<file path="config.mk">
export PLATFORM = sky130hd
export DESIGN_NAME = wb_bus_arbiter_flat
export DESIGN_NICKNAME = d
export VERILOG_FILES = /design/src/rtl/wb_bus_arbiter_pkg.sv /design/src/rtl/wb_bus_arbiter_if.sv /design/src/rtl/wb_bus_arbiter_rr.sv /design/src/rtl/wb_bus_arbiter.sv /design/src/flat_wrapper.sv
export SDC_FILE = /design/constraint.sdc
export NUM_CORES = 1
export LEC_CHECK = 0
export CAP_MARGIN = 10
export CORE_MARGIN = 8
export CORE_UTILIZATION = 32
export DETAILED_ROUTE_END_ITERATION = 6
export GPL_ROUTABILITY_DRIVEN = 0
export PLACE_DENSITY_LB_ADDON = 0.2
export SLEW_MARGIN = 20
export SYNTH_ARGS = -nofsm -noshare
export SYNTH_HDL_FRONTEND = slang
export SYNTH_HIERARCHICAL = 1
export SYNTH_SLANG_ARGS = --single-unit
</file>
<file path="constraint.sdc">
create_clock -name clock_i -period 2.35 [get_ports clock_i]
set_input_delay 0.5875 -clock clock_i [delete_from_list [all_inputs] [get_ports clock_i]]
set_output_delay 0.5875 -clock clock_i [all_outputs]
set_load 0.01 [all_outputs]
</file>
<file path="src/rtl/wb_bus_arbiter_pkg.sv">
// ============================================================================
// Module  : wb_bus_arbiter_pkg
// Brief   : Shared constants and types for the Wishbone bus arbiter.
// Revision: 1.0
// ============================================================================
`default_nettype none

package wb_bus_arbiter_pkg;

    localparam int WB_MASTER_VIDEO   = 0;
    localparam int WB_MASTER_SPI     = 1;
    localparam int WB_MASTER_CPU     = 2;
    localparam int WB_MASTER_COUNT   = 3;
    localparam int WB_TIMEOUT_CYCLES = 64;
    localparam int WB_ADDR_WIDTH     = 20;
    localparam int DATA_WIDTH        = 8;

    typedef enum logic [1:0] {
        ST_IDLE    = 2'd0,
        ST_BUSY    = 2'd1,
        ST_RELEASE = 2'd2
    } arb_state_t;

endpackage

`default_nettype wire

</file>
<file path="src/rtl/wb_bus_arbiter_if.sv">
// ============================================================================
// Module  : wb_bus_arbiter_if
// Brief   : Per-master request bundle plus the shared slave-side Wishbone bus.
// Revision: 1.0
// ============================================================================
`default_nettype none

interface wb_bus_arbiter_if
    import wb_bus_arbiter_pkg::*;
#(
    parameter int NUM_MASTERS = WB_MASTER_COUNT
) ();

    logic [NUM_MASTERS-1:0]               m_cyc_i;
    logic [NUM_MASTERS-1:0]               m_stb_i;
    logic [NUM_MASTERS-1:0]               m_we_i;
    logic [NUM_MASTERS*WB_ADDR_WIDTH-1:0] m_addr_i;
    logic [NUM_MASTERS*DATA_WIDTH-1:0]    m_dout_i;
    logic [DATA_WIDTH-1:0]                m_din_o;
    logic [NUM_MASTERS-1:0]               m_ack_o;
    logic [NUM_MASTERS-1:0]               m_stall_o;
    logic [NUM_MASTERS-1:0]               m_err_o;
    logic                                 cyc_o;
    logic                                 stb_o;
    logic                                 we_o;
    logic [WB_ADDR_WIDTH-1:0]             addr_o;
    logic [DATA_WIDTH-1:0]                dout_o;
    logic [DATA_WIDTH-1:0]                din_i;
    logic                                 ack_i;
    logic                                 stall_i;
    logic [NUM_MASTERS-1:0]               grant_o;

    // The arbiter is the slave of the requesting masters.
    modport slave (
        input  m_cyc_i, m_stb_i, m_we_i, m_addr_i, m_dout_i, din_i, ack_i, stall_i,
        output m_din_o, m_ack_o, m_stall_o, m_err_o, cyc_o, stb_o, we_o, addr_o,
        output dout_o, grant_o
    );

    modport master (
        output m_cyc_i, m_stb_i, m_we_i, m_addr_i, m_dout_i, din_i, ack_i, stall_i,
        input  m_din_o, m_ack_o, m_stall_o, m_err_o, cyc_o, stb_o, we_o, addr_o,
        input  dout_o, grant_o
    );

endinterface

`default_nettype wire

</file>
<file path="src/rtl/wb_bus_arbiter_rr.sv">
// ============================================================================
// Module  : rr_priority_arbiter
// Brief   : Combinational one-hot grant: fixed priority index first, then
//           round-robin starting after the last owner.
// Revision: 1.0
// ============================================================================
`default_nettype none

module rr_priority_arbiter #(
    parameter int NUM_REQ = 3,
    parameter int IDX_W   = $clog2(NUM_REQ),
    parameter int PRIO_W  = $clog2(NUM_REQ + 1)
) (
    input  wire logic [NUM_REQ-1:0] i_req,
    input  wire logic [IDX_W-1:0]   i_last,
    input  wire logic [PRIO_W-1:0]  i_prio,
    output logic      [NUM_REQ-1:0] o_grant
);

    int   w_idx;
    logic w_found;

    always_comb begin
        o_grant = '0;
        w_found = 1'b0;
        w_idx   = 0;
        // An out-of-range priority index never matches, which disables priority.
        for (int k = 0; k < NUM_REQ; k++) begin
            if (int'(i_prio) == k && i_req[k]) begin
                o_grant[k] = 1'b1;
                w_found    = 1'b1;
            end
        end
        for (int i = 1; i <= NUM_REQ; i++) begin
            w_idx = int'(i_last) + i;
            if (w_idx >= NUM_REQ) begin
                w_idx = w_idx - NUM_REQ;
            end
            for (int k = 0; k < NUM_REQ; k++) begin
                if (!w_found && w_idx == k && i_req[k]) begin
                    o_grant[k] = 1'b1;
                    w_found    = 1'b1;
                end
            end
        end
    end

endmodule

`default_nettype wire

</file>
<file path="src/rtl/wb_bus_arbiter.sv">
// ============================================================================
// Module  : wb_bus_arbiter
// Brief   : Locks the shared Wishbone bus to one master per CYC, with video
//           priority, round-robin for the rest and an ack watchdog.
// Revision: 1.0
// ============================================================================
`default_nettype none

module wb_bus_arbiter
    import wb_bus_arbiter_pkg::*;
#(
    parameter int NUM_MASTERS     = WB_MASTER_COUNT,
    parameter int PRIORITY_MASTER = WB_MASTER_VIDEO,
    parameter int TIMEOUT_CYCLES  = WB_TIMEOUT_CYCLES
) (
    input wire logic         clock_i,
    input wire logic         reset_i,
    wb_bus_arbiter_if.slave  bus
);

    localparam int c_idx_w  = $clog2(NUM_MASTERS);
    localparam int c_prio_w = $clog2(NUM_MASTERS + 1);
    localparam int c_wdog_w = 8;
    localparam logic [c_prio_w-1:0] c_prio = c_prio_w'(PRIORITY_MASTER);

    arb_state_t               r_state, w_state_nx;
    logic [NUM_MASTERS-1:0]   r_grant, w_grant_nx, w_arb_grant;
    logic [NUM_MASTERS-1:0]   r_err, w_err_nx;
    logic [c_idx_w-1:0]       r_last, w_last_nx, w_gidx;
    logic [c_wdog_w-1:0]      r_wdog, w_wdog_nx;
    logic                     w_busy, w_gcyc, w_gstb, w_gwe, w_cyc, w_stb, w_timeout;
    logic [WB_ADDR_WIDTH-1:0] w_gaddr;
    logic [DATA_WIDTH-1:0]    w_gdout;

    rr_priority_arbiter #(
        .NUM_REQ (NUM_MASTERS)
    ) u_arb (
        .i_req   (bus.m_cyc_i),
        .i_last  (r_last),
        .i_prio  (c_prio),
        .o_grant (w_arb_grant)
    );

    always_comb begin
        w_gidx  = '0;
        w_gcyc  = 1'b0;
        w_gstb  = 1'b0;
        w_gwe   = 1'b0;
        w_gaddr = '0;
        w_gdout = '0;
        for (int k = 0; k < NUM_MASTERS; k++) begin
            if (r_grant[k]) begin
                w_gidx  = c_idx_w'(k);
                w_gcyc  = bus.m_cyc_i[k];
                w_gstb  = bus.m_stb_i[k];
                w_gwe   = bus.m_we_i[k];
                w_gaddr = bus.m_addr_i[k*WB_ADDR_WIDTH +: WB_ADDR_WIDTH];
                w_gdout = bus.m_dout_i[k*DATA_WIDTH +: DATA_WIDTH];
            end
        end
    end

    // CYC follows the owner combinationally so a drop or a reset frees the bus at once.
    assign w_busy    = (r_state == ST_BUSY);
    assign w_cyc     = w_busy & w_gcyc & ~reset_i;
    assign w_stb     = w_cyc & w_gstb;
    assign w_timeout = w_stb & ~bus.ack_i & (r_wdog == c_wdog_w'(TIMEOUT_CYCLES - 1));

    assign bus.cyc_o     = w_cyc;
    assign bus.stb_o     = w_stb;
    assign bus.we_o      = w_cyc & w_gwe;
    assign bus.addr_o    = w_gaddr;
    assign bus.dout_o    = w_gdout;
    assign bus.m_din_o   = bus.din_i;
    assign bus.m_ack_o   = w_busy ? (r_grant & {NUM_MASTERS{bus.ack_i}}) : '0;
    assign bus.m_stall_o = w_busy ? (~r_grant | (r_grant & {NUM_MASTERS{bus.stall_i}})) : '1;
    assign bus.m_err_o   = r_err;
    assign bus.grant_o   = r_grant;

    always_comb begin
        w_state_nx = r_state;
        w_grant_nx = r_grant;
        w_last_nx  = r_last;
        w_err_nx   = '0;
        w_wdog_nx  = r_wdog;
        if (!w_busy || bus.ack_i) begin
            w_wdog_nx = '0;
        end else if (w_stb && r_wdog != '1) begin
            w_wdog_nx = r_wdog + c_wdog_w'(1);
        end
        case (r_state)
            ST_IDLE: begin
                if (|bus.m_cyc_i) begin
                    w_grant_nx = w_arb_grant;
                    w_state_nx = ST_BUSY;
                end
            end
            ST_BUSY: begin
                if (!w_gcyc) begin
                    w_last_nx  = w_gidx;
                    w_grant_nx = '0;
                    w_state_nx = ST_IDLE;
                end else if (w_timeout) begin
                    w_err_nx   = r_grant;
                    w_state_nx = ST_RELEASE;
                end
            end
            ST_RELEASE: begin
                if (!w_gcyc) begin
                    w_last_nx  = w_gidx;
                    w_grant_nx = '0;
                    w_state_nx = ST_IDLE;
                end
            end
            default: begin
                w_grant_nx = '0;
                w_state_nx = ST_IDLE;
            end
        endcase
    end

    always_ff @(posedge clock_i) begin
        if (reset_i) begin
            r_state <= ST_IDLE;
            r_grant <= '0;
            r_last  <= c_idx_w'(NUM_MASTERS - 1);
            r_err   <= '0;
            r_wdog  <= '0;
        end else begin
            r_state <= w_state_nx;
            r_grant <= w_grant_nx;
            r_last  <= w_last_nx;
            r_err   <= w_err_nx;
            r_wdog  <= w_wdog_nx;
        end
    end

endmodule

`default_nettype wire
</file>
<file path="src/flat_wrapper.sv">
// flat-port wrapper written by rule: the top's interface ports become plain ports
module wb_bus_arbiter_flat import wb_bus_arbiter_pkg::*;
#(
    parameter int NUM_MASTERS     = WB_MASTER_COUNT,
    parameter int PRIORITY_MASTER = WB_MASTER_VIDEO,
    parameter int TIMEOUT_CYCLES  = WB_TIMEOUT_CYCLES
)
  (clock_i, reset_i, bus_m_cyc_i, bus_m_stb_i, bus_m_we_i, bus_m_addr_i, bus_m_dout_i, bus_din_i, bus_ack_i, bus_stall_i, bus_m_din_o, bus_m_ack_o, bus_m_stall_o, bus_m_err_o, bus_cyc_o, bus_stb_o, bus_we_o, bus_addr_o, bus_dout_o, bus_grant_o);
  wb_bus_arbiter_if #(.NUM_MASTERS(NUM_MASTERS)) bus_i ();
  input wire logic clock_i;
  input wire logic reset_i;
  input wire logic [$bits(bus_i.m_cyc_i)-1:0] bus_m_cyc_i;
  input wire logic [$bits(bus_i.m_stb_i)-1:0] bus_m_stb_i;
  input wire logic [$bits(bus_i.m_we_i)-1:0] bus_m_we_i;
  input wire logic [$bits(bus_i.m_addr_i)-1:0] bus_m_addr_i;
  input wire logic [$bits(bus_i.m_dout_i)-1:0] bus_m_dout_i;
  input wire logic [$bits(bus_i.din_i)-1:0] bus_din_i;
  input wire logic [$bits(bus_i.ack_i)-1:0] bus_ack_i;
  input wire logic [$bits(bus_i.stall_i)-1:0] bus_stall_i;
  output wire logic [$bits(bus_i.m_din_o)-1:0] bus_m_din_o;
  output wire logic [$bits(bus_i.m_ack_o)-1:0] bus_m_ack_o;
  output wire logic [$bits(bus_i.m_stall_o)-1:0] bus_m_stall_o;
  output wire logic [$bits(bus_i.m_err_o)-1:0] bus_m_err_o;
  output wire logic [$bits(bus_i.cyc_o)-1:0] bus_cyc_o;
  output wire logic [$bits(bus_i.stb_o)-1:0] bus_stb_o;
  output wire logic [$bits(bus_i.we_o)-1:0] bus_we_o;
  output wire logic [$bits(bus_i.addr_o)-1:0] bus_addr_o;
  output wire logic [$bits(bus_i.dout_o)-1:0] bus_dout_o;
  output wire logic [$bits(bus_i.grant_o)-1:0] bus_grant_o;
  assign bus_i.m_cyc_i = bus_m_cyc_i;
  assign bus_i.m_stb_i = bus_m_stb_i;
  assign bus_i.m_we_i = bus_m_we_i;
  assign bus_i.m_addr_i = bus_m_addr_i;
  assign bus_i.m_dout_i = bus_m_dout_i;
  assign bus_i.din_i = bus_din_i;
  assign bus_i.ack_i = bus_ack_i;
  assign bus_i.stall_i = bus_stall_i;
  assign bus_m_din_o = bus_i.m_din_o;
  assign bus_m_ack_o = bus_i.m_ack_o;
  assign bus_m_stall_o = bus_i.m_stall_o;
  assign bus_m_err_o = bus_i.m_err_o;
  assign bus_cyc_o = bus_i.cyc_o;
  assign bus_stb_o = bus_i.stb_o;
  assign bus_we_o = bus_i.we_o;
  assign bus_addr_o = bus_i.addr_o;
  assign bus_dout_o = bus_i.dout_o;
  assign bus_grant_o = bus_i.grant_o;
  wb_bus_arbiter #(.NUM_MASTERS(NUM_MASTERS), .PRIORITY_MASTER(PRIORITY_MASTER), .TIMEOUT_CYCLES(TIMEOUT_CYCLES)) u_core (.clock_i(clock_i), .reset_i(reset_i), .bus(bus_i));
endmodule
</file>
==> results.sh, run 1 <==
export IMPL_wl_per_cell_um=15.54
export IMPL_p_leak_nw=1.485
export IMPL_path_clk_slew_ns=0.07
export IMPL_ir_drop_uv=230.1
export IMPL_rsz0062_at_grt="no"
export IMPL_ys_flop_type="dfxtp_1"
export IMPL_clockBufferDepth=2
export IMPL_htree_levels=1
export IMPL_power_switching_mw=0.3853
export IMPL_overflow=0
export IMPL_synth_top_area_cell="dfxtp_1"
export IMPL_fin_crit_sh_pct=94.32
export IMPL_p_seq_share_pct=27.7
export IMPL_drv_slew=0
export IMPL_worstHoldPathType="flop to flop"
export IMPL_fp_dieH_um=91.30
export IMPL_combPwrFrac_pct=51.3
export IMPL_power_share_switching_pct=32.17
export IMPL_whs_ns=0.4817
export IMPL_route_detailed_drc=0
export IMPL_fmax_ghz=0.4511
export IMPL_portBuffers=139
export IMPL_avgViaCountPerCell=4.916
export IMPL_synth_warnings=6
export IMPL_period_needed_ns=2.217
export IMPL_synthDistinctLibCells=45
export IMPL_crit_required_ns=1.76
export IMPL_ant_nets=0
export IMPL_status="finished, final reports clean"
export IMPL_antenna_found_initial=0
export IMPL_clkSinkCount=18
export IMPL_cts_buffers=3
export IMPL_synthArstFlopShare_pct=0
export IMPL_finalSetupViolCount=0
export IMPL_num_vias=2404
export IMPL_clock_latency_ns=0.25
export IMPL_finalWirelength_mm=7.599
export IMPL_yosysSeqAreaShare_pct=19.86
export IMPL_core_mm2=0.005507
export IMPL_dp_hpwl_mm=6.169
export IMPL_critical_path_class="input pin to output pin"
export IMPL_maxCapViolCount=0
export IMPL_synth_top_area_share_pct=19.86
export IMPL_root_buffer="clkbuf_8"
export IMPL_grt_pass1_vias=2497
export IMPL_p_int_mw=0.8124
export IMPL_drtIter0Drc=73
export IMPL_grtUsageTotal_pct=17.32
export IMPL_cp_start_kind="input pin"
export IMPL_skew_ns=0.001971
export IMPL_cts_hold_buf=0
export IMPL_io_pins=156
export IMPL_synthCells=261
export IMPL_final_layout_size_suffix_gt1_share_pct=11.51
export IMPL_syn_area_per_cell_um2=6.951
export IMPL_p_clk_share_pct=21.0
export IMPL_die_w_um=91.30
export IMPL_dr_pass1_iters=4
export IMPL_ys_top_cells_by_area="dfxtp_1, a22oi_1, o21ai_0"
export IMPL_dieArea_mm2=0.008335
export IMPL_worstSetupStartpoint="bus_m_cyc_i[1]"
export IMPL_grt_pass1_wl_mm=12.12
export IMPL_min_from="u_core/r_last[0]"
export IMPL_finalHoldViolCount=0
export IMPL_grt_max_degree=33
export IMPL_cts_tree="yes"
export IMPL_fin_nets=530
export IMPL_rows=27
export IMPL_mappedNetlistArea_mm2=0.001814
export IMPL_crit_path_max_fanout=2
export IMPL_ff2ff_setup_slack_ns=0.15
export IMPL_synth_edff_count=0
export IMPL_synthToLayoutAreaGrowth_pct=92.28
export IMPL_r2r_start="u_core/r_state[1]"
export IMPL_power_mw=1.198
export IMPL_diodes=0
export IMPL_synth_ff_latch_count=18
export IMPL_start_util_pct=32.95
export IMPL_worstPathArrival_ns=1.63
export IMPL_end_kind="output pin"
export IMPL_cellPowerDensity_mw_per_mm2=343.3
## routing by layer
| metal | wire [um] | track usage [%] | up-vias |
|---|---|---|---|
| met4 | 220 | 6.548 | 0 |
| met3 | 757 | 7.325 | 16 |
| met2 | 3846 | 31.56 | 95 |
| met1 | 2775 | 17.03 | 1059 |
| met5 | 0 | 0 | - |
| li1 | - | - | 1234 |
## flip-flops by register name, summed over array words and instances, names as in the netlist
| signal | cells |
|---|---|
| u_core/bus.grant_o | 3 |
| u_core/r_wdog | 8 |
| u_core/r_state | 2 |
| u_core/r_last | 2 |
| u_core/bus.m_err_o | 3 |
## worst max-delay path, cell delays in order
cell and delay (ns):
dlygate4sd2_1 0.24, a21o_1 0.19, o2111ai_4 0.24, buf_6 0.13, inv_1 0.03, clkdlybuf4s15_2 0.21
## synthesized netlist by cell type (5+ instances only)
cell      number
a21oi_1        8
a22oi_1       31
and2_1         8
buf_4          9
clkbuf_1      12
dfxtp_1       18
ha_1           7
inv_1         12
mux2i_1        5
nand2_1       39
nand3_1        7
nor2_1        16
o21ai_0       34
xnor2_1        6
## path summary, 6_finish.rpt
path	depth (start not counted)	to
max	6	bus_cyc_o
min	2	u_core/r_last[0]
max reg2reg	8	u_core/bus.m_err_o[1]
min reg2reg	2	u_core/r_last[0]
## cells in the final DEF (no fill, tap or decap), types with 7 or more instances in the layout
cell type and count:
clkdlybuf4s50_1 97, nand2_1 39, dlygate4sd2_1 33, o21ai_0 33, a22oi_1 31, buf_4 23
nor2_1 16, dfxtp_1 15, conb_1 13, inv_1 11, a21oi_1 8, and2_1 8
nand3_1 7
## cell type report
type	instances	area, um^2
Inverter	12	45.04
Fill cell	522	2018
Sequential cell	18	364.1
Timing Repair Buffer	165	1564
Tap cell	72	90.09
Multi-Input combinational cell	218	1370
Clock buffer	4	55.05
## timing repair
action / 4_1_cts / 5_1_grt
setup buffers: 4 / 1
endpoints found under the hold margin: 0 / 0
setup endpoints to repair: 37 / 7
pin swaps: 2 / 3
resized for setup: 55 / 11
## kinds of logic after synthesis
family          share of synthesized area [%]
compound gates                          31.59
xor+xnor                                2.897
fa+ha+maj                               4.827
buf+inv                                 9.655
flops                                   19.86
mux                                     2.759
other cells                            0.2067
simple gates                            28.21
## power groups by stage
stage	logic [mW]	registers, mW	clock network (mW)
after global routing	0.676	0.333	0.270
after detailed placement	0.644	0.336	0
after CTS	0.614	0.331	0.258
after floorplan	0.273	0.331	0
after global placement	0.639	0.336	0
final	0.615	0.332	0.251
## per-stage QoR
step / worst slack, ns / utilization [%] / instances / cell area (um^2) / TNS (ns)
global placement: -0.5840 / 61.46 / 480 / 3385 / -5.885
CTS: -0.003592 / 62.78 / 488 / 3457 / -0.003592
global route: 0.04832 / 63.35 / 489 / 3488 / 0
detailed placement: -0.6184 / 61.46 / 480 / 3385 / -6.905
floorplan: 0.1703 / - / 273 / 1859 / 0
finish: 0.1334 / 63.35 / 489 / 3488 / 0
Note: power is estimated with default switching activity, not from simulation.
==> run 2: changes to the inputs <==
CAP_MARGIN = default   (was 10)
==> results of run 2 <==
Final layout, timing and power as in run 1 (identical DEF).
